===== src/rtl/wb_uart_if.sv =====
// Wishbone bus bundle shared between the J1 core (master) and its slaves.
// Classic single-cycle transfers: the master holds cyc/stb/we/adr/dat_m
// until it sees ack; the slave returns ack and dat_s for exactly one cycle.
interface if_wb;
    logic        cyc;
    logic        stb;
    logic        we;
    logic [15:0] adr;
    logic [15:0] dat_m;
    logic [15:0] dat_s;
    logic        ack;

    modport master (output cyc, stb, we, adr, dat_m, input ack, dat_s);
    modport slave  (input cyc, stb, we, adr, dat_m, output ack, dat_s);
endinterface


===== src/rtl/wb_uart.sv =====
// Wishbone slave UART: DATA/STATUS/DIVISOR registers, 8N1 transmitter fed by
// a small FIFO, receiver with a single holding register and sticky flags.
module wb_uart #(
    parameter int          TX_DEPTH  = 4,
    parameter logic [15:0] DIV_RESET = 16'd434
) (
    input  logic clk,
    input  logic reset_n,
    if_wb.slave  wb,
    input  logic uart_rxd,
    output logic uart_txd
);
    localparam int PW = $clog2(TX_DEPTH);

    // Shared by both FSMs; exposed through tx_state_q / rx_state_q.
    typedef enum logic [1:0] {S_IDLE, S_START, S_DATA, S_STOP} uart_state_e;

    logic          ack_q, ack_d;
    logic [15:0]   dat_s_q, dat_s_d;
    logic [1:0]    req_adr_q, req_adr_d;
    logic          req_we_q, req_we_d;
    logic [15:0]   req_dat_q, req_dat_d;
    logic [15:0]   div_q, div_d;
    logic [7:0]    fifo_mem_q [TX_DEPTH];
    logic [7:0]    fifo_mem_d [TX_DEPTH];
    logic [PW:0]   wr_ptr_q, wr_ptr_d, rd_ptr_q, rd_ptr_d;
    logic          tx_drop_q, tx_drop_d;
    uart_state_e   tx_state_q, tx_state_d;
    logic [15:0]   tx_cnt_q, tx_cnt_d;
    logic [2:0]    tx_idx_q, tx_idx_d;
    logic [7:0]    tx_shift_q, tx_shift_d;
    logic          txd_q, txd_d;
    logic          rx_s1_q, rx_s1_d, rx_s2_q, rx_s2_d, rx_prev_q, rx_prev_d;
    uart_state_e   rx_state_q, rx_state_d;
    logic [15:0]   rx_cnt_q, rx_cnt_d;
    logic [2:0]    rx_idx_q, rx_idx_d;
    logic [7:0]    rx_shift_q, rx_shift_d;
    logic [7:0]    rx_byte_q, rx_byte_d;
    logic          rx_valid_q, rx_valid_d;
    logic          rx_overrun_q, rx_overrun_d;
    logic          rx_frame_err_q, rx_frame_err_d;

    logic          tx_full, tx_empty, tx_busy, tx_pop;
    logic          wr_data, wr_div, rd_data, rd_stat;
    logic [15:0]   status, rd_mux;
    logic          unused_adr_bits;

    assign unused_adr_bits = ^wb.adr[15:2];

    assign tx_empty = (wr_ptr_q == rd_ptr_q);
    assign tx_full  = (wr_ptr_q[PW] != rd_ptr_q[PW]) && (wr_ptr_q[PW-1:0] == rd_ptr_q[PW-1:0]);
    assign tx_busy  = (tx_state_q != S_IDLE);
    assign status   = {9'h0, tx_busy, tx_drop_q, rx_frame_err_q, rx_overrun_q,
                       rx_valid_q, tx_empty, tx_full};

    // Side effects use the request latched with ack, so they fire once in the ack cycle.
    assign wr_data = ack_q &  req_we_q & (req_adr_q == 2'd0);
    assign wr_div  = ack_q &  req_we_q & (req_adr_q == 2'd2);
    assign rd_data = ack_q & ~req_we_q & (req_adr_q == 2'd0);
    assign rd_stat = ack_q & ~req_we_q & (req_adr_q == 2'd1);

    assign wb.ack   = ack_q;
    assign wb.dat_s = dat_s_q;
    assign uart_txd = txd_q;

    // Bus handshake: one ack per request, read data captured together with ack.
    always_comb begin
        ack_d     = wb.cyc & wb.stb & ~ack_q;
        req_adr_d = ack_d ? wb.adr[1:0] : req_adr_q;
        req_we_d  = ack_d ? wb.we : req_we_q;
        req_dat_d = ack_d ? wb.dat_m : req_dat_q;
        case (wb.adr[1:0])
            2'd0:    rd_mux = {8'h0, rx_byte_q};
            2'd1:    rd_mux = status;
            2'd2:    rd_mux = div_q;
            default: rd_mux = 16'h0;
        endcase
        dat_s_d = ack_d ? rd_mux : 16'h0;
        div_d   = div_q;
        if (wr_div) div_d = (req_dat_q < 16'd2) ? 16'd2 : req_dat_q;
    end

    // Transmitter: START, 8 data bits LSB first, STOP; chains frames without a gap.
    always_comb begin
        tx_state_d = tx_state_q;
        tx_cnt_d   = tx_cnt_q;
        tx_idx_d   = tx_idx_q;
        tx_shift_d = tx_shift_q;
        txd_d      = txd_q;
        tx_pop     = 1'b0;
        if (tx_state_q != S_IDLE && tx_cnt_q != 16'd0) tx_cnt_d = tx_cnt_q - 16'd1;
        case (tx_state_q)
            S_IDLE: if (!tx_empty) begin
                tx_pop     = 1'b1;
                tx_shift_d = fifo_mem_q[rd_ptr_q[PW-1:0]];
                tx_cnt_d   = div_q - 16'd1;
                txd_d      = 1'b0;
                tx_state_d = S_START;
            end
            S_START: if (tx_cnt_q == 16'd0) begin
                tx_cnt_d   = div_q - 16'd1;
                tx_idx_d   = 3'd0;
                txd_d      = tx_shift_q[0];
                tx_state_d = S_DATA;
            end
            S_DATA: if (tx_cnt_q == 16'd0) begin
                tx_cnt_d = div_q - 16'd1;
                if (tx_idx_q == 3'd7) begin
                    txd_d      = 1'b1;
                    tx_state_d = S_STOP;
                end else begin
                    tx_idx_d   = tx_idx_q + 3'd1;
                    tx_shift_d = {1'b0, tx_shift_q[7:1]};
                    txd_d      = tx_shift_q[1];
                end
            end
            S_STOP: if (tx_cnt_q == 16'd0) begin
                if (!tx_empty) begin
                    tx_pop     = 1'b1;
                    tx_shift_d = fifo_mem_q[rd_ptr_q[PW-1:0]];
                    tx_cnt_d   = div_q - 16'd1;
                    txd_d      = 1'b0;
                    tx_state_d = S_START;
                end else begin
                    tx_state_d = S_IDLE;
                end
            end
            default: tx_state_d = S_IDLE;
        endcase
    end

    // TX FIFO: a write into a full FIFO is still accepted if the transmitter pops that cycle.
    always_comb begin
        fifo_mem_d = fifo_mem_q;
        wr_ptr_d   = wr_ptr_q;
        rd_ptr_d   = rd_ptr_q + {{PW{1'b0}}, tx_pop};
        tx_drop_d  = tx_drop_q & ~rd_stat;
        if (wr_data) begin
            if (!tx_full || tx_pop) begin
                fifo_mem_d[wr_ptr_q[PW-1:0]] = req_dat_q[7:0];
                wr_ptr_d = wr_ptr_q + {{PW{1'b0}}, 1'b1};
            end else begin
                tx_drop_d = 1'b1;
            end
        end
    end

    // Receiver: synchronize, find a falling edge, sample mid-bit, judge the stop bit.
    always_comb begin
        rx_s1_d        = uart_rxd;
        rx_s2_d        = rx_s1_q;
        rx_prev_d      = rx_s2_q;
        rx_state_d     = rx_state_q;
        rx_cnt_d       = rx_cnt_q;
        rx_idx_d       = rx_idx_q;
        rx_shift_d     = rx_shift_q;
        rx_byte_d      = rx_byte_q;
        // Clears first so a flag that sets in the same cycle wins.
        rx_valid_d     = rx_valid_q & ~rd_data;
        rx_overrun_d   = rx_overrun_q & ~rd_stat;
        rx_frame_err_d = rx_frame_err_q & ~rd_stat;
        if (rx_state_q != S_IDLE && rx_cnt_q != 16'd0) rx_cnt_d = rx_cnt_q - 16'd1;
        case (rx_state_q)
            S_IDLE: if (rx_prev_q && !rx_s2_q) begin
                rx_cnt_d   = {1'b0, div_q[15:1]} - 16'd1;
                rx_state_d = S_START;
            end
            S_START: if (rx_cnt_q == 16'd0) begin
                if (rx_s2_q) begin
                    rx_state_d = S_IDLE;
                end else begin
                    rx_cnt_d   = div_q - 16'd1;
                    rx_idx_d   = 3'd0;
                    rx_state_d = S_DATA;
                end
            end
            S_DATA: if (rx_cnt_q == 16'd0) begin
                rx_cnt_d   = div_q - 16'd1;
                rx_shift_d = {rx_s2_q, rx_shift_q[7:1]};
                rx_idx_d   = rx_idx_q + 3'd1;
                if (rx_idx_q == 3'd7) rx_state_d = S_STOP;
            end
            S_STOP: if (rx_cnt_q == 16'd0) begin
                rx_state_d = S_IDLE;
                if (!rx_s2_q) begin
                    rx_frame_err_d = 1'b1;
                end else if (rx_valid_q && !rd_data) begin
                    rx_overrun_d = 1'b1;
                end else begin
                    rx_byte_d  = rx_shift_q;
                    rx_valid_d = 1'b1;
                end
            end
            default: rx_state_d = S_IDLE;
        endcase
    end

    // State register for bus, FIFO, transmitter and receiver.
    always_ff @(posedge clk or negedge reset_n) begin
        if (!reset_n) begin
            ack_q          <= 1'b0;
            dat_s_q        <= 16'h0;
            req_adr_q      <= 2'd0;
            req_we_q       <= 1'b0;
            req_dat_q      <= 16'h0;
            div_q          <= DIV_RESET;
            for (int i = 0; i < TX_DEPTH; i++) fifo_mem_q[i] <= 8'h0;
            wr_ptr_q       <= '0;
            rd_ptr_q       <= '0;
            tx_drop_q      <= 1'b0;
            tx_state_q     <= S_IDLE;
            tx_cnt_q       <= 16'h0;
            tx_idx_q       <= 3'd0;
            tx_shift_q     <= 8'h0;
            txd_q          <= 1'b1;
            rx_s1_q        <= 1'b1;
            rx_s2_q        <= 1'b1;
            rx_prev_q      <= 1'b1;
            rx_state_q     <= S_IDLE;
            rx_cnt_q       <= 16'h0;
            rx_idx_q       <= 3'd0;
            rx_shift_q     <= 8'h0;
            rx_byte_q      <= 8'h0;
            rx_valid_q     <= 1'b0;
            rx_overrun_q   <= 1'b0;
            rx_frame_err_q <= 1'b0;
        end else begin
            ack_q          <= ack_d;
            dat_s_q        <= dat_s_d;
            req_adr_q      <= req_adr_d;
            req_we_q       <= req_we_d;
            req_dat_q      <= req_dat_d;
            div_q          <= div_d;
            fifo_mem_q     <= fifo_mem_d;
            wr_ptr_q       <= wr_ptr_d;
            rd_ptr_q       <= rd_ptr_d;
            tx_drop_q      <= tx_drop_d;
            tx_state_q     <= tx_state_d;
            tx_cnt_q       <= tx_cnt_d;
            tx_idx_q       <= tx_idx_d;
            tx_shift_q     <= tx_shift_d;
            txd_q          <= txd_d;
            rx_s1_q        <= rx_s1_d;
            rx_s2_q        <= rx_s2_d;
            rx_prev_q      <= rx_prev_d;
            rx_state_q     <= rx_state_d;
            rx_cnt_q       <= rx_cnt_d;
            rx_idx_q       <= rx_idx_d;
            rx_shift_q     <= rx_shift_d;
            rx_byte_q      <= rx_byte_d;
            rx_valid_q     <= rx_valid_d;
            rx_overrun_q   <= rx_overrun_d;
            rx_frame_err_q <= rx_frame_err_d;
        end
    end
endmodule

===== src/flat_wrapper.sv =====
// flat-port wrapper written by rule: the top's interface ports become plain ports
module wb_uart_flat 
#(
    parameter int          TX_DEPTH  = 4,
    parameter logic [15:0] DIV_RESET = 16'd434
)
  (clk, reset_n, uart_rxd, uart_txd, wb_cyc, wb_stb, wb_we, wb_adr, wb_dat_m, wb_ack, wb_dat_s);
  if_wb wb_i ();
  input  logic clk;
  input  logic reset_n;
  input  logic uart_rxd;
  output logic uart_txd;
  input wire logic [$bits(wb_i.cyc)-1:0] wb_cyc;
  input wire logic [$bits(wb_i.stb)-1:0] wb_stb;
  input wire logic [$bits(wb_i.we)-1:0] wb_we;
  input wire logic [$bits(wb_i.adr)-1:0] wb_adr;
  input wire logic [$bits(wb_i.dat_m)-1:0] wb_dat_m;
  output wire logic [$bits(wb_i.ack)-1:0] wb_ack;
  output wire logic [$bits(wb_i.dat_s)-1:0] wb_dat_s;
  assign wb_i.cyc = wb_cyc;
  assign wb_i.stb = wb_stb;
  assign wb_i.we = wb_we;
  assign wb_i.adr = wb_adr;
  assign wb_i.dat_m = wb_dat_m;
  assign wb_ack = wb_i.ack;
  assign wb_dat_s = wb_i.dat_s;
  wb_uart #(.TX_DEPTH(TX_DEPTH), .DIV_RESET(DIV_RESET)) u_core (.clk(clk), .reset_n(reset_n), .wb(wb_i), .uart_rxd(uart_rxd), .uart_txd(uart_txd));
endmodule

===== config.mk =====
export PLATFORM = sky130hd
export DESIGN_NAME = wb_uart_flat
export DESIGN_NICKNAME = d
export VERILOG_FILES = /design/src/rtl/wb_uart_if.sv /design/src/rtl/wb_uart.sv /design/src/flat_wrapper.sv
export SDC_FILE = /design/constraint.sdc
export NUM_CORES = 1
export LEC_CHECK = 0
export ABC_CLOCK_PERIOD_IN_PS = 3000
export CAP_MARGIN = 20
export CELL_PAD_IN_SITES_DETAIL_PLACEMENT = 1
export CELL_PAD_IN_SITES_GLOBAL_PLACEMENT = 1
export CORE_ASPECT_RATIO = 1.1
export CORE_UTILIZATION = 30
export CTS_CLUSTER_DIAMETER = 40
export DETAILED_ROUTE_END_ITERATION = 10
export PLACE_DENSITY_LB_ADDON = 0.1
export RECOVER_POWER = 25
export SLEW_MARGIN = 20
export SYNTH_ARGS = -nofsm -noshare
export SYNTH_HDL_FRONTEND = slang
export SYNTH_SLANG_ARGS = --single-unit

===== constraint.sdc =====
create_clock -name clk -period 3 [get_ports clk]
set_clock_uncertainty 0.05 [all_clocks]
set_input_delay 0.45 -clock clk [delete_from_list [all_inputs] [get_ports clk]]
set_output_delay 0.45 -clock clk [all_outputs]
set_load 0.05 [all_outputs]

# ---- Yosys cells after proc, flatten, opt, wreduce, memory -nomap -nowiden
# Index checks and enable logic that the tools add are counted.
dict set report word_totals {
  reg_bits 164
  output_inout_bits 18
  in_bits 38
  elab_cells 189
}
dict set report op_classes {
  n_eq_ne 27
  mux 69
  add_sub_neg 8
  n_bitwise 19
  reduce_logical 33
  order_cmp 4
}
# operator count
set ops {}
lappend ops {{$mux W16} 11}
lappend ops {{$pmux W16 S3} 3}
lappend ops {{$mux W8} 7}
lappend ops {{$sub A16 B1 Y16 const B} 3}
lappend ops {{$bwmux W32} 1}
lappend ops {{$logic_not A16 Y1} 2}
lappend ops {{$reduce_bool A16 Y1} 2}
lappend ops {{$pmux W8 S3} 1}
lappend ops {{$mux W2} 11}
lappend ops {{$mux W1} 21}
lappend ops {{$mux W3} 6}
lappend ops {{$ne A2 B1 Y1 const B} 9}
lappend ops {{$bmux W8 S2} 1}
lappend ops {{$demux W8 S2} 1}
lappend ops {{$lt A16 B2 Y1 const B} 1}
lappend ops {{$pmux W2 S4} 2}
lappend ops {{$reduce_and A4 Y1} 4}
lappend ops {{$sub A15 B1 Y16 const B} 1}
lappend ops {{$and A1 B1 Y1} 12}
lappend ops {{$eq A2 B2 Y1 const B} 6}
lappend ops {{$pmux W3 S2} 2}
lappend ops {{$reduce_and A5 Y1} 2}
lappend ops {{$add A3 B1 Y3 const B} 3}
lappend ops {{$eq A2 B1 Y1 const B} 4}
lappend ops {{other kinds (21)} 44}

# ---- Depth between registers and ports, before layout
# Gate-level depths: netlist of run 1.
dict set report depth {
  depth_word 9
  ltp_mapped 9
}

# ---- Least setup slack after synthesis of run 1
# Ideal clock, no wire load.
dict set report synth_timing {
  path_type {reg-to-reg}
  startpoint {register u_core.div_q[2]}
  endpoint {register u_core.rx_cnt_q[15]}
  t_required_ps 2817
  t_arrival_ps 2476
  path_stages_with_launch 10
  setup_slack_ps 341
  path_buffers 1
  period_less_slack_ps 2659
  path_cell_list {dfrtp_1 > clkbuf_1 > inv_1 > ha_1 > or4b_1 > or4b_1 > or3_1 > xor2_1 > nand2b_1 > o211ai_1}
}
dict set report synth_via {
  elab_chain_cells 4
  word_cells_on_any_way 7
}
# element line_no
set synth_rtl {}
lappend synth_rtl {{start, declared} wb_uart.sv:23} ;# logic [15:0] div_q, div_d;
lappend synth_rtl {{start signal, assigned} wb_uart.sv:233} ;# div_q <= div_d;
lappend synth_rtl {{$sub A16 B1 Y16} {wb_uart.sv:172, wb_uart.sv:178}}
lappend synth_rtl {{$mux W16} wb_uart.sv:169} ;# if (rx_s2_q) begin
lappend synth_rtl {{$mux W16} wb_uart.sv:168} ;# S_START: if (rx_cnt_q == 16'd0) begin
lappend synth_rtl {{$pmux W16 S3 *} wb_uart.sv:163} ;# case (rx_state_q)
lappend synth_rtl {{net u_core.rx_cnt_d[15]} wb_uart.sv:35} ;# logic [15:0] rx_cnt_q, rx_cnt_d;
lappend synth_rtl {{end signal, assigned} wb_uart.sv:247} ;# rx_cnt_q <= rx_cnt_d;
lappend synth_rtl {{end, declared} wb_uart.sv:35}
# Mark *: on every way through the listed nets, which the timed path passes. The rest lies on a longest branch.
# A chain may end at the register's enable or synchronous reset.

# ---- Final worst setup path of run 1
dict set report layout_timing {
  startpoint {register u_core.div_q[1]}
  endpoint {register u_core.rx_cnt_q[15]}
}
# Same word-level chain as after synthesis.

==> implementation parameters, run 1 <==
Parameter                              Value

Outcome
  Run status    finished with violations
  Violated checks    capacitance limit, slew limit

Layout
  Diode count    0
  Most frequent standard cell in the layout excluding fill and tap cells    dfrtp_1
  Final #Nets    approximately 940
  Fin util    a little over a third
  Post-route non-filler standard cell count    ~1,300
  Commonest cells after routing, fill and taps aside    dfrtp_1 (155), nand2_1 (139), nor2_1 (62)
  Synth-to-layout area growth    19.94%
  Layout cells sized above 1    18.23%

GRT
  Initial antenna violation count    0
  Via count of the first global-routing pass    between 7,000 and 8,000
  Global routing usage summed across all routing layers    between 10% and 20%
  Maximum number of pins on one net before global-route repair    a little under 60
  Wire length of the first global-routing pass    a little over 40,000 um
  Total overflow reported by the global router    0

Worst setup path
  Critical path class    register to register
  Start point of the critical path    u_core.div_q[1]
  Required time at the worst-slack endpoint    roughly 3.3 ns
  Launch point of the worst reg-to-reg path    u_core.div_q[1]
  Setup crit end kind    register
  Worst endpoint data arrival time    slightly above 3 ns
  Max Fanout on Critical Path    6
  Startpoint type of the worst setup path    register

Clocking
  Sinks on the clock net    approximately 160
  Clock Pin Slew Worst Setup and Hold Paths    about 0.070 ns
  Latest clock arrival within the worst-skew pair    between 0.4 and 0.5 ns
  Total clock buffers created by CTS    17
  Number of buffers on the longest clock path    2
  Clock root buffer    clkbuf_16
  H-tree depth reported by CTS    4
  Clock tree from TritonCTS    built

Yosys
  Top cell type by total area after synthesis    dfrtp_1
  Synth Net Count    between 800 and 900
  #FFs+latches synth    between 150 and 200
  Area share of the largest cell type after synthesis    between 40% and 50%
  Sequential share of the synthesized area    between 40% and 50%
  Unique masters post-synth    72
  Number of enable flip-flop cells after synthesis    0
  Mean instance size in the synthesized netlist    a little over 10 um^2
  Cell types occupying the most area after synthesis    dfrtp_1 (46%), nand2_1 (6.2%), mux2_2 (5.2%)
  Syn Std Cell Area    ~8500 um^2
  Warnings from Yosys    0
  Count of mapped cells out of synthesis    between 800 and 900
  Async set-reset flop share out of synthesis    100.0%
  Main flop type after synthesis    dfrtp_1

Die
  Die area    28,940 um^2
  I/O pin count    56
  Die Ht    between 150 and 200 um
  Starting density of the core    a little over 30%
  Placeable core area    between 20,000 and 30,000 um^2
  Row count    64
  Horiz. Die Dim    roughly 160 um

Pwr
  Switching power    roughly 0.004 W
  Combinational power share    41.7%
  Share of power burned in the clock network    23.7%
  Int Power    ~0.0060 W
  Peak ir drop on the vdd network    0.3644 mV
  Power Dens Cells    approximately 980 nW/um^2
  Standby leakage power    between 4 and 5 nW
  Sequential fraction of design power    around 35%
  Sw Share    39.72%

Route
  Remaining design rule violation count    0
  Post-detailed-route count of antenna-violating nets    0
  Total detailed-routing wirelength    24,580 um
  Average detailed-routed wire length per instance    19.55 um
  Number of vias after detailed routing    6,404
  DRT Pass-1 Iters    4
  Number of DRC markers after the initial detailed-route iteration    318
  Via density    between 5 and 6

Timing
  Hold Vio Cnt, Final    0
  Post-route clock period utilization    approximately 95%
  Post-layout minimum cycle time    roughly 2.8 ns
  Rel. slew slack    -6.889%
  Slew at the pin closest to its max-slew limit    between 1.5 and 2 ns
  Final setup viols    0
  Sum of negative setup slack    0 ns
  Tightest hold margin    around 0.31 ns
  Highest attainable clock frequency    roughly 350 MHz
  Unrepaired setup endpoints after global routing    false
  Max-slew violation count    between 50 and 60

Flow run
  Max-cap violations    1

Place
  DPL Wire Length    18,140 um
  Routability congestion estimate from global placement    0.7920
  Number of instances in the placed design    about 1,200
  Number of port buffers    just over 40

Worst hold path
  Classification of the worst-slack hold path    register to register
  Worst hold start    u_core.rx_s1_q
==> area by class of cell <==
cell class	count	area, um^2
Tap cell	363	454.2
Clock inverter	12	168.9
Clock buffer	20	456.7
Timing Repair Buffer	84	768.2
Multi-Input combinational cell	596	4139
Fill cell	3081	17620
Inverter	18	67.56
Sequential cell	164	4115
==> critical path, cell delays in order (launching register included) <==
cell and delay, ns:
dfstp_2 0.39, inv_1 0.18, ha_1 0.21, or4b_1 0.49, or4b_1 0.56, or3_1 0.35
xor2_1 0.25, nand2b_1 0.15, o211ai_1 0.10
==> power groups by stage <==
stage | clock network (W) | logic, W | registers [W]
finish | 0.00236 | 0.00415 | 0.00344
global route | 0.00250 | 0.00461 | 0.00354
CTS | 0.00243 | 0.00421 | 0.00345
detailed placement | 0 | 0.00419 | 0.00349
global placement | 0 | 0.00406 | 0.00343
floorplan | 0 | 0.00296 | 0.00323
==> logic make-up (layout without fill, tap and decap cells) <==
kind of cell               Yosys count  in the layout  synth area share [%]
AOI/OAI and AO/OA                  132            132                 10.67
xor gates and xnor gates            53             53                 5.474
adders and majority gates           20             20                 2.951
buffers and inverters               57            134                 2.656
DFF                                164            164                 48.53
muxes                               74             74                 11.44
and+or+nand+nor                    317            317                 18.28
==> path summary, 6_finish.rpt <==
check / to / slack, ns / cells after the start
setup / recovery: u_core.rx_cnt_q[15] / 0.16 / 8
hold reg to reg: u_core.rx_prev_d / 0.31 / 0
setup reg to reg: u_core.rx_cnt_q[15] / 0.16 / 8
hold / removal: u_core.rx_prev_d / 0.31 / 0
min in group asynchronous: asynchronous set/reset pin / 0.89 / 2
max in group asynchronous: u_core.rd_ptr_q[0] / 0.78 / 3
==> routing by layer <==
layer / part of all wire, % / track usage, % / up-vias
li1: - / - / 3031
met1: 47 / 24.23 / 3262
met2: 49 / 30.97 / 86
met3: 2.4 / 2.860 / 25
met4: 1.5 / 5.700 / 0
met5: 0 / 0 / -
==> through the flow <==
stage                     power [W]  cell area [um^2]  setup WS [ns]
after floorplan            0.006186              8479         0.3410
after global placement     0.007495              9540         0.2203
after detailed placement   0.007671              9540         0.1605
after CTS                   0.01008             10180         0.1503
after global routing        0.01065             10170        0.02874
final                      0.009955             10170         0.1570
==> cell usage after synthesis (all sizes together), types with 3 or more instances <==
| master | count |
|---|---|
| inv | 18 |
| a22o | 5 |
| nor2b | 9 |
| ha | 20 |
| nor4 | 12 |
| o221ai | 13 |
| clkbuf | 33 |
| nand2 | 143 |
| mux2i | 11 |
| a211oi | 6 |
| xnor2 | 37 |
| mux4 | 8 |
| o22ai | 10 |
| dfrtp | 155 |
| or4b | 3 |
| and2 | 10 |
| dfstp | 9 |
| o21ai | 23 |
| a22oi | 4 |
| a31oi | 10 |
| nor2 | 63 |
| nand3 | 11 |
| nor3 | 23 |
| and3 | 8 |
| o211ai | 4 |
| a21oi | 27 |
| nand2b | 5 |
| buf | 6 |
| nand4 | 3 |
| or3 | 5 |
| xor2 | 16 |
| nor3b | 4 |
| nor4b | 3 |
| mux2 | 55 |
| or4 | 8 |
==> flip-flops by register name (all words and copies together) (netlist names), 2 cells and up, named ones only <==
signal             cells
u_core.div_q          16
u_core.tx_cnt_q       16
u_core.req_dat_q      16
u_core.rx_byte_q       8
u_core.tx_shift_q      8
u_core.rd_ptr_q        3
u_core.wr_ptr_q        3
u_core.rx_idx_q        3
u_core.wb.dat_s       16
u_core.fifo_mem_q     32
u_core.tx_state_q      2
u_core.rx_cnt_q       16
u_core.tx_idx_q        3
u_core.req_adr_q       2
u_core.rx_shift_q      8
==> repair_timing <==
item	CTS	global route
hold endpoints to repair	51	0
hold buffers	1	0
resized for setup	0	0
buffers inserted	0	0
Note: power is estimated with default switching activity, not from simulation.
==> inputs of run 2 (changes only) <==
Settings changed: PLACE_DENSITY set to 0.61, PLACE_DENSITY_LB_ADDON 0.1 to not set.
==> implementation parameters, run 2 (same netlist as run 1, synthesis figures left out) <==
Parameter                              Value

Worst setup path
  Critical path's slowest cell    or4b_1
  Worst endpoint data arrival time    a little over 3 ns
  Required time at the worst-slack endpoint    ~3.3 ns
  Buffers plus inverters on the worst setup path    1
  Critical path class    register to register
  Max Fanout on Critical Path    5
  Startpoint type of the worst setup path    register
  Crit-path most repeated cell    or4b_1
  Category of cells accounting for the largest share of critical-path delay    simple AND/OR/NAND/NOR gates
  CP peak stage delay    slightly below 0.6 ns
  Setup crit end kind    register
  CP Cell Sequence    inv_1 -> ha_1 -> or4b_1 -> or4b_1 -> or3_1 -> xor2_1 -> nand2b_1 -> o211ai_1

Timing
  Rel. slew slack    between 15 and 20%
  Final setup viols    0
  Sum of negative setup slack    0 ns
  Slew at the pin closest to its max-slew limit    1.232 ns
  Max-slew violation count    0
  Highest attainable clock frequency    between 300 and 400 MHz
  Post-layout minimum cycle time    around 2.8 ns
  Unrepaired setup endpoints after global routing    false
  Post-route clock period utilization    ~95%
  Hold Vio Cnt, Final    0

Route
  Average detailed-routed wire length per instance    18.32 um
  DRT Pass-1 Iters    4
  Total detailed-routing wirelength    roughly 23,000 um
  Via density    ~5.0
  Post-detailed-route count of antenna-violating nets    0
  Remaining design rule violation count    0
  Number of DRC markers after the initial detailed-route iteration    281
  Number of vias after detailed routing    6,402

Clocking
  Number of post-CTS setup repair buffers    0
  Post-CTS Resized    0
  Clock tree from TritonCTS    built
  H-tree depth reported by CTS    4
  Clock Pin Slew Worst Setup and Hold Paths    0.06 ns
  Clock root buffer    clkbuf_16
  Sinks on the clock net    ~160
  Number of buffers on the longest clock path    2
  Latest clock arrival within the worst-skew pair    0.44 ns
  Total clock buffers created by CTS    17

Pwr
  Peak ir drop on the vdd network    ~0.37 mV
  Total power after layout    roughly 0.01 W
  Standby leakage power    about 4.6 nW
  Power Dens Cells    a little under 1000 nW/um^2

GRT
  Via count of the first global-routing pass    a little under 7,000
  Global routing usage summed across all routing layers    17.19%
  Initial antenna violation count    0
  Total overflow reported by the global router    0
  Maximum number of pins on one net before global-route repair    between 60 and 70
  Wire length of the first global-routing pass    between 30,000 and 40,000 um

Place
  Number of port buffers    41
  Routability congestion estimate from global placement    about 0.8
  DPL Wire Length    16,900 um

Die
  Die area    between 20,000 and 30,000 um^2
  Row count    64
  Horiz. Die Dim    about 160 um
  Starting density of the core    30.52%
  I/O pin count    56
  Placeable core area    ~28,000 um^2
  Die Ht    178.3 um

Layout
  Number of flip-flops under the largest register name    32
  Synth-to-layout area growth    20.30%
  Register bank with the most flops    u_core.fifo_mem_q
  Final #Nets    950
  Layout cells sized above 1    between 10% and 20%
  Commonest cells after routing, fill and taps aside    dfrtp_1 (155), nand2_1 (139), nor2_1 (62)
  Diode count    0
  Most frequent standard cell in the layout excluding fill and tap cells    dfrtp_1

Outcome
  Run status    finished, final reports clean

Worst hold path
  Classification of the worst-slack hold path    register to register

Flow run
  Max-cap violations    0
## run 2: worst paths after layout
kind                                       end  slack (ns)             from  cells past startpoint
min reg2reg                   u_core.rx_prev_d        0.31   u_core.rx_s1_q                      0
max reg2reg                u_core.rx_cnt_q[15]        0.16  u_core.div_q[1]                      8
min in group asynchronous  u_core.rx_byte_q[4]        0.76          reset_n                      2
max in group asynchronous   u_core.tx_idx_q[1]        0.54          reset_n                      3
max                        u_core.rx_cnt_q[15]        0.16  u_core.div_q[1]                      8
min                           u_core.rx_prev_d        0.31   u_core.rx_s1_q                      0
## run 2: final cells by class
type	instances	area [um^2]
fillers	3128	17590
multi-input cells	596	4139
flip-flops and latches	164	4115
repair buffers	95	838.3
clock buffers	25	485.5
well taps	363	454.2
clock inverters	7	101.3
inverters	18	67.56
## run 2: per-stage QoR
step | cell area, um^2 | setup WS, ns | util (%) | std cells | hold WS, ns
after floorplan | 8479 | 0.3410 | - | 817 | 0.1044
after CTS | 10220 | 0.1486 | 36.78 | 1268 | 0.3062
after detailed placement | 9623 | 0.1885 | 34.63 | 1235 | 0.3008
after global placement | 9623 | 0.1815 | 34.63 | 1235 | 0.2973
after global routing | 10200 | 0.07821 | 36.71 | 1268 | 0.3150
final | 10200 | 0.1623 | 36.71 | 1268 | 0.3127
## run 2: power by group
part / internal (W) / switching [W]
Combinational: 0.00192 / 0.00235
Clock: 0.00130 / 0.000916
Sequential: 0.00280 / 0.000614
## run 2: repair_timing
| action | 4_1_cts | 5_1_grt |
|---|---|---|
| setup endpoints to repair | 0 | 0 |
| endpoints found under the hold margin | 43 | 0 |
| hold buffers | 1 | 0 |
## run 2: metal layers
layer	share of wire [%]	GRT usage, %	vias up
met4	1.4	5.542	0
met3	2.1	2.558	25
li1	-	-	3049
met1	47	22.69	3248
met5	0	0	-
met2	50	28.79	80
==> inputs of run 3 (changes only) <==
Settings changed: CORE_MARGIN set to 2.
==> implementation parameters, run 3 (same netlist as run 1, synthesis figures left out) <==
Parameter                              Value

Timing
  Rel. slew slack    2.670%
  Sum of negative setup slack    0 ns
  Highest attainable clock frequency    358.1 MHz
  Slew at the pin closest to its max-slew limit    1.460 ns
  Post-route worst setup slack    approximately 0.21 ns
  Max-slew violation count    0
  Post-route clock period utilization    slightly above 90%
  Hold Vio Cnt, Final    0
  Final setup viols    0
  Unrepaired setup endpoints after global routing    false
  Post-layout minimum cycle time    between 2 and 3 ns

GRT
  Routing layer with the top usage in global route    met2
  Met2 Track Usage GR    a little over a quarter
  Wire length of the first global-routing pass    slightly below 40,000 um
  Initial antenna violation count    0
  Global routing usage summed across all routing layers    between 10% and 20%
  Global Route met1 Usage    a little under a quarter
  Via count of the first global-routing pass    about 7,000
  Maximum number of pins on one net before global-route repair    59
  Total overflow reported by the global router    0
  Met3 track demand over resource in global routing    between 2 and 3%

Route
  Remaining design rule violation count    0
  Post-detailed-route count of antenna-violating nets    0
  Total detailed-routing wirelength    23,360 um
  Via density    a little over 5
  Number of vias after detailed routing    6,410
  Number of DRC markers after the initial detailed-route iteration    between 200 and 300
  DRT Pass-1 Iters    4
  Average detailed-routed wire length per instance    between 15 and 20 um

Place
  Number of port buffers    41
  Placed inst area    around 9600 um^2
  Dpl ws    roughly 0.19 ns
  Routability congestion estimate from global placement    between 0.7 and 0.8
  DPL Wire Length    16,890 um

Worst hold path
  Classification of the worst-slack hold path    register to register
  Hold Path Sink    u_core.rx_prev_d
  Hold path cells    0
  Worst hold start    u_core.rx_s1_q

Worst setup path
  CP peak stage delay    about 0.7 ns
  Critical path class    register to register
  CP Cell Sequence    or4_1 -> nor4_4 -> a41oi_2 -> nor3_4 -> buf_12 -> nand2_4 -> mux2_4
  Setup crit end kind    register
  Category of cells accounting for the largest share of critical-path delay    simple AND/OR/NAND/NOR gates
  Startpoint type of the worst setup path    register
  Max Fanout on Critical Path    9
  Setup slack on the worst flop-to-flop path    approximately 0.21 ns
  Reg2Reg Capture Point    u_core.fifo_mem_q[4]
  Critical path's slowest cell    or4_1
  Worst endpoint data arrival time    slightly above 3 ns
  Number of cells on the worst reg-to-reg path    7
  Buffers plus inverters on the worst setup path    1
  Launch point of the worst reg-to-reg path    u_core.tx_cnt_q[5]
  Required time at the worst-slack endpoint    approximately 3.3 ns

Clocking
  H-tree depth reported by CTS    4
  Clock tree from TritonCTS    built
  Clock Pin Slew Worst Setup and Hold Paths    ~0.070 ns
  Sinks on the clock net    ~160
  Number of buffers on the longest clock path    2
  Total clock buffers created by CTS    17
  Clock root buffer    clkbuf_16
  Latest clock arrival within the worst-skew pair    between 0.4 and 0.5 ns

Pwr
  Power Dens Cells    ~990 nW/um^2
  Peak ir drop on the vdd network    0.4632 mV
  Standby leakage power    ~4.6 nW

Die
  Starting density of the core    slightly above 30%
  Die area    a little under 30,000 um^2
  Row count    64
  I/O pin count    56
  Horiz. Die Dim    164.3 um
  Placeable core area    27,790 um^2
  Die Ht    around 180 um

Layout
  Fin util    36.91%
  Most frequent standard cell in the layout excluding fill and tap cells    dfrtp_1
  Synth-to-layout area growth    20.97%
  Final #Nets    between 900 and 1,000
  Layout cells sized above 1    19.25%
  Post-Layout Inst Area    approximately 10,000 um^2
  Diode count    0
  Register bank with the most flops    u_core.fifo_mem_q
  Number of flip-flops under the largest register name    32
  Commonest cells after routing, fill and taps aside    dfrtp_1 (155), nand2_1 (139), nor2_1 (62)

Flow run
  Max-cap violations    0

Outcome
  Run status    finished, final reports clean
-- run 3: changes by cell type in the layout (fill, tap and decap cells not counted) --
cell / change
clkbuf_8: -1
ha_2: +1
clkinvlp_4: -2
buf_4: -1
inv_8: +2
inv_6: +2
ha_1: -1
clkinv_2: +1
bufinv_16: +2
clkbuf_1: -4
-- run 3: worst max path at each step --
| stage | start | to | cells after the start | slack [ns] |
|---|---|---|---|---|
| after floorplan | u_core.div_q[2] | u_core.rx_cnt_q[15] | 9 | 0.34 |
| after global placement | u_core.tx_cnt_q[5] | u_core.fifo_mem_q[4] | 7 | 0.26 |
| after detailed placement | u_core.tx_cnt_q[5] | u_core.fifo_mem_q[1] | 7 | 0.19 |
| after CTS | u_core.tx_cnt_q[5] | u_core.fifo_mem_q[0] | 7 | 0.17 |
| after global routing | reset_n | u_core.tx_cnt_q[2] | 3 | 0.007 |
| final | u_core.tx_cnt_q[5] | u_core.fifo_mem_q[4] | 7 | 0.21 |
-- run 3: area by class of cell --
class	count	area (um^2)
clock buffer	20	456.7
clock inverter	12	191.4
fill	3087	17530
inverter	18	67.56
multi-input combinational	596	4141
sequential	164	4115
tap	363	454.2
timing repair buffer	94	830.8
-- run 3: metal layers --
layer / share of wire (%) / up-vias
li1: - / 3054
met1: 47 / 3253
met2: 49 / 77
met3: 2.6 / 26
met4: 2.0 / 0
met5: 0 / -
-- run 3: power breakdown --
| part | switching, W | total [W] | internal, W |
|---|---|---|---|
| logic | 0.00236 | 0.00428 | 0.00192 |
| clock network | 0.000960 | 0.00242 | 0.00146 |
| registers | 0.000603 | 0.00341 | 0.00281 |
| total | 0.00392 | 0.0101 | 0.00619 |
-- run 3: what timing repair did --
item | CTS | global route
buffers inserted | 0 | 2
resized for setup | 0 | 1
hold buffers | 1 | 0
setup endpoints to repair | 0 | 2
hold endpoints to repair | 51 | 0
-- run 3: per-stage QoR --
step	total power [W]	hold WS, ns	cells
5_1_grt	0.01086	0.3198	1267
6_report	0.01011	0.3151	1267
3_3_place_gp	0.007603	0.2973	1232
3_5_place_dp	0.007742	0.2987	1232
4_1_cts	0.01021	0.3130	1265
2_1_floorplan	0.006186	0.1044	817
